--- config.mk ---
export PLATFORM = sky130hd
export DESIGN_NAME = disp_scan_ctrl
export DESIGN_NICKNAME = d
export VERILOG_FILES = /design/src/rtl/disp_scan_ctrl_pkg.sv /design/src/rtl/disp_scan_ctrl_hex_to_7seg.sv /design/src/rtl/disp_scan_ctrl.sv
export SDC_FILE = /design/constraint.sdc
export NUM_CORES = 1
export LEC_CHECK = 0
export ABC_CLOCK_PERIOD_IN_PS = 5500
export BUFFER_PORTS_ARGS = -buffer_cell sky130_fd_sc_hd__buf_4
export CAP_MARGIN = 5
export CORE_MARGIN = 5
export CORE_UTILIZATION = 40
export CTS_CLUSTER_DIAMETER = 200
export CTS_CLUSTER_SIZE = 12
export DETAILED_ROUTE_END_ITERATION = 16
export MAX_ROUTING_LAYER = met4
export SLEW_MARGIN = 15
export SYNTH_ARGS = -nofsm -noshare
export SYNTH_HDL_FRONTEND = slang
export SYNTH_HIERARCHICAL = 1
export SYNTH_SLANG_ARGS = --single-unit
--- constraint.sdc ---
create_clock -name clk -period 5.5 [get_ports clk]
set_input_delay 0.825 -clock clk [delete_from_list [all_inputs] [get_ports clk]]
set_output_delay 0.825 -clock clk [all_outputs]
set_load 0.03 [all_outputs]
--- src/rtl/disp_scan_ctrl_pkg.sv ---
`default_nettype none
// ============================================================================
// Module  : disp_scan_ctrl_pkg
// Brief   : Shared constants for the 4-digit 7-segment scan controller.
// Revision: 1.0
// ============================================================================
package disp_scan_ctrl_pkg;

    localparam int NDIG = 4;

    localparam logic [1:0] ST_IDLE  = 2'd0;
    localparam logic [1:0] ST_BLANK = 2'd1;
    localparam logic [1:0] ST_DRIVE = 2'd2;

    localparam logic [6:0] SEG_OFF = 7'b1111111;
    localparam logic [3:0] AN_OFF  = 4'b1111;

    // Active-low anode pattern selecting a single digit.
    function automatic logic [NDIG-1:0] an_select(input logic [1:0] idx);
        return ~(NDIG'(1) << idx);
    endfunction

endpackage
`default_nettype wire

--- src/rtl/disp_scan_ctrl_hex_to_7seg.sv ---
`default_nettype none
// ============================================================================
// Module  : hex_to_7seg
// Brief   : Hex nibble to active-low {g,f,e,d,c,b,a} segment pattern.
// Revision: 1.0
// ============================================================================
module hex_to_7seg (
    input  logic [3:0] i_nib,
    output logic [6:0] o_seg
);

    always_comb begin
        o_seg = 7'b1111111;
        case (i_nib)
            4'h0: o_seg = 7'b1000000;
            4'h1: o_seg = 7'b1111001;
            4'h2: o_seg = 7'b0100100;
            4'h3: o_seg = 7'b0110000;
            4'h4: o_seg = 7'b0011001;
            4'h5: o_seg = 7'b0010010;
            4'h6: o_seg = 7'b0000010;
            4'h7: o_seg = 7'b1111000;
            4'h8: o_seg = 7'b0000000;
            4'h9: o_seg = 7'b0010000;
            4'hA: o_seg = 7'b0001000;
            4'hB: o_seg = 7'b0000011;
            4'hC: o_seg = 7'b1000110;
            4'hD: o_seg = 7'b0100001;
            4'hE: o_seg = 7'b0000110;
            4'hF: o_seg = 7'b0001110;
            default: o_seg = 7'b1111111;
        endcase
    end

endmodule
`default_nettype wire

--- src/rtl/disp_scan_ctrl.sv ---
`default_nettype none
// ============================================================================
// Module  : disp_scan_ctrl
// Brief   : Time-multiplexed scan controller for a 4-digit common-anode
//           7-segment display with frame-synchronous data commit.
// Revision: 1.0
// ============================================================================
module disp_scan_ctrl
    import disp_scan_ctrl_pkg::*;
#(
    parameter int CLK_DIV   = 12500,
    parameter int BLANK_CYC = 256
) (
    input  logic        clk,
    input  logic        rst,
    input  logic        en,
    input  logic        load,
    input  logic [15:0] digits,
    input  logic [3:0]  dp_mask,
    input  logic [3:0]  blank_mask,
    output logic [3:0]  an,
    output logic [6:0]  seg,
    output logic        dp,
    output logic        frame_done
);

    localparam int              CW           = (CLK_DIV > 1) ? $clog2(CLK_DIV) : 1;
    localparam logic [CW-1:0]   c_CNT_LAST   = CW'(CLK_DIV - 1);
    localparam logic [CW-1:0]   c_BLANK_LAST = CW'(BLANK_CYC - 1);
    localparam bit              c_NO_BLANK   = (BLANK_CYC == 0);
    localparam logic [1:0]      c_IDX_LAST   = 2'(NDIG - 1);

    logic [1:0]    r_state;
    logic [1:0]    w_state_nxt;
    logic [CW-1:0] r_cnt;
    logic [CW-1:0] w_cnt_nxt;
    logic [1:0]    r_idx;
    logic [1:0]    w_idx_nxt;

    logic [15:0]   r_pend_digits;
    logic [3:0]    r_pend_dp;
    logic [3:0]    r_pend_blank;
    logic [15:0]   r_act_digits;
    logic [3:0]    r_act_dp;
    logic [3:0]    r_act_blank;

    logic          w_slot_end;
    logic          w_frame_end;
    logic          w_commit;
    logic [3:0]    w_nib;
    logic [6:0]    w_dec;
    logic [3:0]    w_an;
    logic [6:0]    w_seg;
    logic          w_dp;

    logic [3:0]    r_an;
    logic [6:0]    r_seg;
    logic          r_dp;
    logic          r_frame_done;

    assign w_nib = r_act_digits[{r_idx, 2'b00} +: 4];

    hex_to_7seg u_dec (
        .i_nib (w_nib),
        .o_seg (w_dec)
    );

    // State register
    always_ff @(posedge clk or posedge rst) begin
        if (rst) begin
            r_state <= ST_IDLE;
            r_cnt   <= '0;
            r_idx   <= 2'd0;
        end else begin
            r_state <= w_state_nxt;
            r_cnt   <= w_cnt_nxt;
            r_idx   <= w_idx_nxt;
        end
    end

    assign w_slot_end = (r_state == ST_DRIVE) && (r_cnt == c_CNT_LAST);

    // Next-state logic; cnt runs through the whole slot, blank phase included.
    always_comb begin
        w_state_nxt = r_state;
        w_cnt_nxt   = r_cnt;
        w_idx_nxt   = r_idx;
        case (r_state)
            ST_IDLE: begin
                if (en) begin
                    w_cnt_nxt   = '0;
                    w_idx_nxt   = 2'd0;
                    w_state_nxt = c_NO_BLANK ? ST_DRIVE : ST_BLANK;
                end
            end
            ST_BLANK: begin
                if (!en) begin
                    w_state_nxt = ST_IDLE;
                    w_cnt_nxt   = '0;
                    w_idx_nxt   = 2'd0;
                end else begin
                    w_cnt_nxt = r_cnt + 1'b1;
                    if (r_cnt == c_BLANK_LAST) begin
                        w_state_nxt = ST_DRIVE;
                    end
                end
            end
            ST_DRIVE: begin
                if (!en) begin
                    w_state_nxt = ST_IDLE;
                    w_cnt_nxt   = '0;
                    w_idx_nxt   = 2'd0;
                end else if (w_slot_end) begin
                    w_cnt_nxt   = '0;
                    w_idx_nxt   = r_idx + 2'd1;
                    w_state_nxt = c_NO_BLANK ? ST_DRIVE : ST_BLANK;
                end else begin
                    w_cnt_nxt = r_cnt + 1'b1;
                end
            end
            default: begin
                w_state_nxt = ST_IDLE;
                w_cnt_nxt   = '0;
                w_idx_nxt   = 2'd0;
            end
        endcase
    end

    // Output / control decode
    always_comb begin
        w_frame_end = w_slot_end && (r_idx == c_IDX_LAST) && en;
        w_commit    = ((r_state == ST_IDLE) && en) || w_frame_end;
        w_an        = AN_OFF;
        w_seg       = SEG_OFF;
        w_dp        = 1'b1;
        if (r_state == ST_DRIVE) begin
            w_seg = w_dec;
            w_dp  = ~r_act_dp[r_idx];
            if (!r_act_blank[r_idx]) begin
                w_an = an_select(r_idx);
            end
        end
    end

    // A load on a commit cycle bypasses pending so the new frame shows it.
    always_ff @(posedge clk or posedge rst) begin
        if (rst) begin
            r_pend_digits <= '0;
            r_pend_dp     <= '0;
            r_pend_blank  <= '0;
            r_act_digits  <= '0;
            r_act_dp      <= '0;
            r_act_blank   <= '0;
        end else begin
            if (load) begin
                r_pend_digits <= digits;
                r_pend_dp     <= dp_mask;
                r_pend_blank  <= blank_mask;
            end
            if (w_commit) begin
                r_act_digits <= load ? digits     : r_pend_digits;
                r_act_dp     <= load ? dp_mask    : r_pend_dp;
                r_act_blank  <= load ? blank_mask : r_pend_blank;
            end
        end
    end

    always_ff @(posedge clk or posedge rst) begin
        if (rst) begin
            r_an         <= AN_OFF;
            r_seg        <= SEG_OFF;
            r_dp         <= 1'b1;
            r_frame_done <= 1'b0;
        end else begin
            r_an         <= w_an;
            r_seg        <= w_seg;
            r_dp         <= w_dp;
            r_frame_done <= w_frame_end;
        end
    end

    assign an         = r_an;
    assign seg        = r_seg;
    assign dp         = r_dp;
    assign frame_done = r_frame_done;

endmodule
`default_nettype wire

---- After elaboration in Yosys (flattened, before gate mapping) ----
Memory sizes are Yosys's and may differ from the RTL's.
Cells that the tools add are included.
storage, ports and cells
  register bits ........................... 79
  latch bits .............................. 0
  memory bits (writable) .................. 0
  ROM bits ................................ 112
  input bits .............................. 28
  output and inout bits ................... 13
  logic and storage cells ................. 65
  memories ................................ 1
cells by class
  add/subtract/negate cells ............... 2
  $mul .................................... 0
  divide/modulo/power cells ............... 0
  $lt $le $gt $ge ......................... 1
  equal/unequal tests ..................... 9
  shift-type cells ........................ 2
  multiplexer cells ....................... 27
  bitwise gates (word level) .............. 2
  reduce and logical (&&, ||, !) cells .... 8
memories
  name             depth  bits a word  rd ports  clocked after Yosys merged registers in  write ports  RTL line                          source
  (no name shown)  16     7            1         0                                        0            disp_scan_ctrl_hex_to_7seg.sv:14  case (i_nib)
operator list
  operator                                             number
  two-way mux 14 bit                                   4
  one-hot mux 14 bit (3 select lines)                  1
  two-way mux 2 bit                                    9
  two-way mux 16 bit                                   1
  two-way mux 4 bit                                    4
  indexed part select 16 x 5 -> 4 bit                  1
  adder 14 x 1 -> 14 bit (second input constant)       1
  == test 14 bit (second input constant)               1
  == test 14 x 8 -> 1 bit (second input constant)      1
  one-hot mux 2 bit (3 select lines)                   2
  two-way mux 7 bit                                    1
  != test 3 bit (second input constant)                2
  AND reduction 3 bit                                  2
  binary-select mux 1 bit (select 2 bit)               2
  == test 2 bit (second input constant)                2
  logical AND 1 bit                                    4
  != test 2 bit (second input constant)                2
  NOT 4 bit                                            1
  << shifter 1 x 2 -> 4 bit (first input constant)     1
  < comparator 2 x 3 -> 1 bit (second input constant)  1
  two-way mux 1 bit                                    3
  adder 2 x 1 -> 2 bit (second input constant)         1
  == test 2 x 1 -> 1 bit (second input constant)       1
  zero test 2 bit                                      1
  other kinds (2)                                      2

---- Logic depth before layout (Yosys ltp) ----
Gate-level depths: netlist of the first run.
  depth in word-level cells ............... 5
  depth in mapped cells ................... 9
  mapped depth without buffers ............ 7

---- By module ----
The synthesis of the first run kept the hierarchy.
modules (own cells, without submodules)
  module          times used  cells each  area an instance (sq um)  sequential area each (sq um)
  disp_scan_ctrl  1           255         3554.7                    1991.9
  hex_to_7seg     1           31          252.7                     0.0

---- Worst setup path before layout of the first run ----
No wires, ideal clock.
  path type ............................... flip-flop to flip-flop
  start ................................... reg r_idx[0]
  end ..................................... reg r_seg[3] (netlist: seg[3])
  library setup time ...................... 0.081 ns
  arrival time ............................ 2.147 ns
  data required time ...................... 5.419 ns
  path slack .............................. 3.272 ns
  stages on the path, launching flop included .. 8
  buffers on the path ..................... 1
  clock period less this slack ............ 2.228 ns
  cell sequence ........................... dfrtp_1 > buf_2 > mux4_2 > inv_1 > ha_1 > inv_1 > mux4_2 > or2b_1
between the ends
  cells in the longest elaborated chain, start to end .. 3
RTL lines
  element                              RTL line               source
  start, declared                      disp_scan_ctrl.sv:37   logic [1:0] r_idx;
  start signal, assigned               disp_scan_ctrl.sv:77   r_idx <= w_idx_nxt;
  indexed part select 16 x 5 -> 4 bit  disp_scan_ctrl.sv:61   assign w_nib = r_act_digits[{r_idx, 2'b00} +: 4];
  net w_nib[0]                         disp_scan_ctrl.sv:50   logic [3:0] w_nib;
  memory read (16 x 7 bit)             n/a
  net w_dec[3]                         disp_scan_ctrl.sv:51   logic [6:0] w_dec;
  two-way mux 7 bit                    disp_scan_ctrl.sv:136  if (r_state == ST_DRIVE) begin
  net w_seg[3]                         disp_scan_ctrl.sv:53   logic [6:0] w_seg;
  end signal, assigned                 disp_scan_ctrl.sv:176  r_seg <= w_seg;
  end, declared                        disp_scan_ctrl.sv:57   logic [6:0] r_seg;
The timed path passes the listed nets, and every way through them passes these cells.
A chain may end at the register's enable or synchronous reset.

---- Final worst setup path of the first run ----
Ends and elaborated chain as after synthesis.

==> results of run 1 <==
flip-flops by register name, indices dropped and copies added (netlist names):
| name | cells |
|---|---|
| an | 4 |
| dp | 1 |
| frame_done | 1 |
| r_act_blank | 4 |
| r_act_digits | 16 |
| r_act_dp | 4 |
| r_cnt | 14 |
| r_idx | 2 |
| r_pend_blank | 4 |
| r_pend_digits | 16 |
| r_pend_dp | 4 |
| r_state | 2 |
| seg | 7 |
how the worst max path moves through the flow:
stage                 end  slack [ps]
5_1_grt            seg[3]        2950
6_report           seg[3]        3070
2_1_floorplan  frame_done        2670
3_3_place_gp       seg[3]        3100
3_5_place_dp       seg[3]        3020
4_1_cts            seg[3]        3040
routing by layer:
metal / up-vias / GRT usage / part of all wire
li1: 1074 / - / -
met1: 1107 / 0.159 / 0.47
met2: 41 / 0.204 / 0.48
met3: 9 / 0.0360 / 0.038
met4: 0 / 0.0460 / 0.015
met5: - / - / 0
logic make-up (layout without fill, tap and decap cells):
group | count (synthesis) | after routing | synth area share
compound gates | 22 | 22 | 0.0358
xor+xnor | 11 | 11 | 0.0253
fa+ha+maj | 16 | 16 | 0.0526
buf+inv | 23 | 69 | 0.0352
flops | 79 | 79 | 0.523
mux | 60 | 60 | 0.216
simple gates | 75 | 75 | 0.112
final cells by class:
class                   instances  area share
repair buffers                 42      0.0716
well taps                     129      0.0366
clock inverters                 5      0.0142
inverters                      11     0.00937
multi-input cells             184       0.382
clock buffers                  11      0.0344
flip-flops and latches         79       0.452
through the flow:
step	setup WS, ps	instances	utilization	cell area, µm²
after floorplan	2670	286	-	3810
after global placement	3100	445	0.454	4190
after detailed placement	3020	445	0.454	4190
after CTS	3040	461	0.477	4410
after global routing	2950	461	0.477	4410
final	3070	461	0.477	4410
power groups by stage:
stage          clock (mW)  sequential (mW)  combinational (mW)
6_report            0.455            0.765               0.500
3_5_place_dp            0            0.773               0.503
5_1_grt             0.492            0.778               0.552
3_3_place_gp            0            0.775               0.493
2_1_floorplan           0            0.744               0.445
4_1_cts             0.468            0.766               0.503
placed cells by master (no fill, tap or decap), types with 2 or more instances in the layout:
cell,count
dfrtp_1,67
buf_4,42
mux2_2,28
mux2_4,20
nor2_1,19
ha_1,16
nand2_1,15
nand3_1,12
dfstp_2,12
clkbuf_8,11
o21ai_0,10
inv_1,9
xor2_1,8
mux4_2,7
nand2b_1,7
mux2i_1,5
nand4_1,4
and2_1,3
or2b_1,3
xnor2_1,3
nor2b_1,2
inv_2,2
o21ai_1,2
nor3_1,2
inv_6,2
clkinvlp_4,2
or3_1,2
worst reg2reg max path: cells and delay by family (launching register included):
| kind | cells | cell delay, ps |
|---|---|---|
| AND/OR/NAND/NOR | 1 | 230 |
| buffers and inverters | 2 | 220 |
| multiplexers | 2 | 1080 |
| flip-flops | 1 | 670 |
| adder cells (fa/ha/maj) | 1 | 180 |
==> impl_metrics.py, run 1 <==
metrics = {
    "power": {
        "p_comb_frac": 0.291,
        "p_sw_uw": 504,
        "internal_power_mw": 1.21,
        "leakagePower_nw": 1.92,
        "irDropWorstVdd_uv": 138,
        "clkPwrFrac": 0.265,
        "pwr_density_cell_nw_per_um2": 390,
        "switching_share": 0.293,
        "p_seq_frac": 0.445,
        "finalPower_mw": 1.72,
    },
    "timing": {
        "min_period_over_period": 0.443,
        "final-max-slew-violation-count": 0,
        "fin_crit_ps": 2430,
        "tns_ps": 0,
        "rsz0062_at_grt": "false",
        "hold-worst-slack_ps": 499,
        "worst_slew_pin_slew_ps": 786,
        "slew_headroom": 0.473,
        "clock.fmax_mhz": 411,
        "setup_viol": 0,
        "fin_skew_ps": 10.7,
        "hold_viol_final": 0,
    },
    "floorplan": {
        "initial_core_util": 0.412,
        "ioPinCount": 41,
        "die_x_um": 108,
        "die-height_um": 108,
        "coreArea_um2": 9240,
        "std_cell_rows": 35,
        "die-area_um2": 11600,
    },
    "detailed_routing": {
        "drt_iter0_drc": 82,
        "drt_wl_total_um": 6650,
        "first_pass_iters": 4,
        "drc_errors": 0,
        "wl_per_cell_um": 14.4,
        "drtAntennaViolNets": 0,
        "vias": 2231,
        "via_per_inst": 4.84,
    },
    "setup_path": {
        "reg2regPathDepth": 6,
        "cp_num_cells": 6,
        "slowest_stage": "dfrtp_1",
        "critPathLaunchType": "flip-flop",
        "path_delay_family": "multiplexers",
        "worstSetupStartpoint": "r_idx[0]",
        "cp.arrival_ps": 2710,
        "end_kind": "flip-flop",
        "path_class": "reg2reg",
        "path_buf_inv": 2,
        "rr_endpoint": "seg[3]",
        "crit_path_max_fanout": 11,
        "reg2reg_from": "r_idx[0]",
        "required_ps": 5780,
        "crit_path_max_incr_delay_ps": 670,
        "r2r_setup_slack_ps": 3070,
        "path_cells": "mux4_2 -> inv_1 -> ha_1 -> inv_1 -> mux4_2 -> or2b_1",
    },
    "worst_hold_path": {
        "holdPathStages": 1,
        "holdCritPathClass": "reg2reg",
        "min_from": "r_pend_dp[3]",
        "hold_end": "r_pend_dp[3]",
    },
    "finish": {
        "multiInputGateArea_um2": 1680,
        "area_growth_pct": 15.7,
        "nFillCells": 831,
        "antenna_cells": 0,
        "regArea_um2": 1990,
        "finalNetCount": 371,
        "post_route_cells_drive_above_1_share": 0.395,
    },
    "cts": {
        "ctsHoldBuffers": 0,
        "clk_pin_slew_ps": 80,
        "cts_resized": 0,
        "cts_buffer_depth": 2,
        "post-cts-setup-buffers": 0,
        "insertion_delay_ps": 350,
        "cts_tree": "done",
        "cts-root-buf": "clkbuf_8",
        "cts_max_level": 3,
        "cts_sinks": 79,
        "numCtsBuffers": 9,
    },
    "yosys": {
        "synth_seq_area_share": 0.523,
        "yosysTopAreaCell": "dfrtp_1",
        "yosysTopAreaCellShare": 0.440,
        "synth_async_sr_flop_share": 1.00,
        "yosysWarnings": 6,
        "ys_types": 44,
        "ys_ff_latch": 79,
        "avgSynthCellArea_um2": 13.3,
        "synthTopCellsByCount": "67 x dfrtp_1, 28 x mux2_2, 20 x mux2_4, 19 x nor2_1, 16 x ha_1",
        "ys.flop_type": "dfrtp_1",
        "yosysMostFrequentCell": "dfrtp_1",
        "syn_inst": 286,
        "synthTopCellsByArea": "dfrtp_1 44%, dfstp_2 8.3%, mux2_2 8.3%",
        "synth_fp_nets": 330,
        "syn_area_um2": 3810,
        "synth_edf_count": 0,
    },
    "global_routing": {
        "antenna_found_initial": 0,
        "grt_pass1_wl_um": 11400,
        "grt_use_total": 0.129,
        "grt_start_max_net_pins": 47,
        "grt_overflow": 0,
        "grt_pass1_vias": 2315,
    },
    "run_status": {
        "status": "completed",
    },
    "run": {
        "cap_violations": 0,
    },
    "place": {
        "io_buffers": 40,
        "dpl.hpwl_um": 4720,
        "gp_congestion": 0.808,
    },
}
Note: power is estimated with default switching activity, not from simulation.
==> run 2: changes to the inputs <==
Settings changed: ABC_AREA from default to 1, ABC_CLOCK_PERIOD_IN_PS 5500 to 2100.
Clock period 5.5 ns to 2.1 ns, I/O delays scaled along.
==> impl_metrics.py, run 2 <==
metrics = {
    "place": {
        "gp_congestion": 0.850,
        "io_buffers": 40,
        "post-place-ws_ps": 187,
        "dpl.hpwl_um": 5610,
    },
    "run_status": {
        "status": "completed",
    },
    "cts": {
        "cts_max_level": 3,
        "cts_tree": "done",
        "cts_sinks": 79,
        "cts-root-buf": "clkbuf_8",
        "clk_pin_slew_ps": 80,
        "insertion_delay_ps": 350,
        "ctsHoldBuffers": 0,
        "numCtsBuffers": 9,
        "cts_buffer_depth": 2,
        "cts_resized": 0,
        "post-cts-setup-buffers": 0,
    },
    "yosys": {
        "synthTopCellsByArea": "dfrtp_1 43%, nand2_1 10%, dfstp_2 8.2%",
        "ys_types": 32,
        "syn_area_um2": 3860,
        "synth_seq_area_share": 0.516,
        "ys_ff_latch": 79,
        "yosysMostFrequentCell": "nand2_1",
        "yosysWarnings": 6,
        "synth_edf_count": 0,
        "avgSynthCellArea_um2": 9.20,
        "yosysTopAreaCellShare": 0.434,
        "synth_fp_nets": 464,
        "synthTopCellsByCount": "103 x nand2_1, 67 x dfrtp_1, 48 x nand3_1, 43 x nor2_1, 25 x inv_1",
        "synth_async_sr_flop_share": 1.00,
        "ys.flop_type": "dfrtp_1",
        "yosysTopAreaCell": "dfrtp_1",
        "syn_inst": 420,
    },
    "global_routing": {
        "grt_use_total": 0.144,
        "grt_pass1_vias": 2749,
        "grt_start_max_net_pins": 36,
        "antenna_found_initial": 0,
        "grt_pass1_wl_um": 13000,
        "grt_overflow": 0,
    },
    "floorplan": {
        "coreArea_um2": 9330,
        "die_x_um": 108,
        "die-area_um2": 11700,
        "initial_core_util": 0.414,
        "die-height_um": 108,
        "ioPinCount": 41,
        "std_cell_rows": 35,
    },
    "timing": {
        "tns_ps": 0,
        "rsz0062_at_grt": "false",
        "clock.fmax_mhz": 523,
        "min_period_over_period": 0.911,
        "hold_viol_final": 0,
        "final-max-slew-violation-count": 0,
        "fin_skew_ps": 8.17,
        "fin_crit_ps": 1910,
        "setup_viol": 0,
        "worst_slack_ps": 187,
        "worst_slew_pin_slew_ps": 721,
        "slew_headroom": 0.518,
    },
    "detailed_routing": {
        "first_pass_iters": 6,
        "drt_wl_total_um": 7660,
        "vias": 2904,
        "drt_iter0_drc": 151,
        "drc_errors": 0,
        "drtAntennaViolNets": 0,
        "wl_per_cell_um": 12.7,
        "via_per_inst": 4.81,
    },
    "finish": {
        "final_common_cell": "nand2_1",
        "area_growth_pct": 18.7,
        "antenna_cells": 0,
        "final_util": 0.492,
        "final_cell_mix": "103 x nand2_1, 67 x dfrtp_1, 53 x buf_4",
        "top_regs": "r_act_digits: 16 flops, r_pend_digits: 16 flops, r_cnt: 14 flops",
        "post_route_cells_drive_above_1_share": 0.265,
        "finalNetCount": 514,
    },
    "power": {
        "leakagePower_nw": 2.13,
        "finalPower_mw": 5.21,
        "pwr_density_cell_nw_per_um2": 1140,
        "irDropWorstVdd_uv": 371,
    },
    "worst_hold_path": {
        "holdCritPathClass": "in2async",
    },
    "setup_path": {
        "path_class": "reg2reg",
        "critPathLaunchType": "flip-flop",
        "cp.arrival_ps": 2190,
        "end_kind": "flip-flop",
        "crit_path_max_fanout": 8,
        "required_ps": 2380,
    },
    "run": {
        "cap_violations": 0,
    },
}
-- run 2: changes by cell type after synthesis, moves of 5 or more --
cell      delta
nand2_1     +88
nand3_1     +36
nor2_1      +24
mux2_4      -20
inv_1       +15
o21ai_0     +11
mux4_2       -7
nand2b_1     -7
or2_2        +7
mux2i_1      -5
o22ai_1      +5
-- run 2: path summary, 6_finish.rpt --
check / to / cells after the start / slack [ps] / startpoint
worst min-delay path: r_state[0] / 2 / 70 / rst
max in group asynchronous: r_cnt[11] / 3 / 1410 / rst
worst min register to register: r_pend_digits[1] / 1 / 500 / r_pend_digits[1]
worst max-delay path: seg[3] / 9 / 190 / r_idx[0]
worst max register to register: seg[3] / 9 / 190 / r_idx[0]
min in group clk: r_pend_blank[2] / 2 / 210 / blank_mask[2]
-- run 2: layer usage --
layer	wire length [µm]	global-route usage	vias up
li1	-	-	1474
met1	3580	0.187	1367
met2	3490	0.218	53
met3	477	0.0418	10
met4	107	0.0433	0
met5	0	-	-
-- run 2: final cells by class --
type / count / area, µm²
multi-input combinational: 299 / 1680
timing repair buffer: 54 / 418
clock inverter: 6 / 92.6
inverter: 27 / 105
sequential: 79 / 1990
fill: 876 / 4740
tap: 129 / 161
clock buffer: 10 / 138
-- run 2: per-stage QoR --
step / area [µm²] / hold WS, ps / instances
final: 4590 / 72.2 / 604
after global routing: 4590 / 126 / 604
after floorplan: 3870 / 470 / 420
after global placement: 4360 / 472 / 588
after detailed placement: 4360 / 473 / 588
after CTS: 4590 / 82.3 / 604
-- run 2: power by group --
| part | internal (mW) | switching [mW] |
|---|---|---|
| logic | 0.727 | 1.14 |
| clock network | 0.707 | 0.564 |
| registers | 1.90 | 0.179 |
-- run 2: logic make-up after synthesis --
logic type / synth area share
adder cells (fa/ha/maj): 0.0518
AND/OR/NAND/NOR: 0.250
flip-flops: 0.516
multiplexers: 0.0699
XOR/XNOR: 0.0113
AO/OA/AOI/OAI: 0.0499
buffers and inverters: 0.0512
-- run 2: worst max-delay path: stages, from the launching register on --
cell and delay (ps):
dfrtp_1 370, buf_4 150, o21ai_0 110, o22ai_2 270
inv_1 160, ha_1 320, nand2_1 60, nand3_1 80
nand2_1 50, or2_2 280
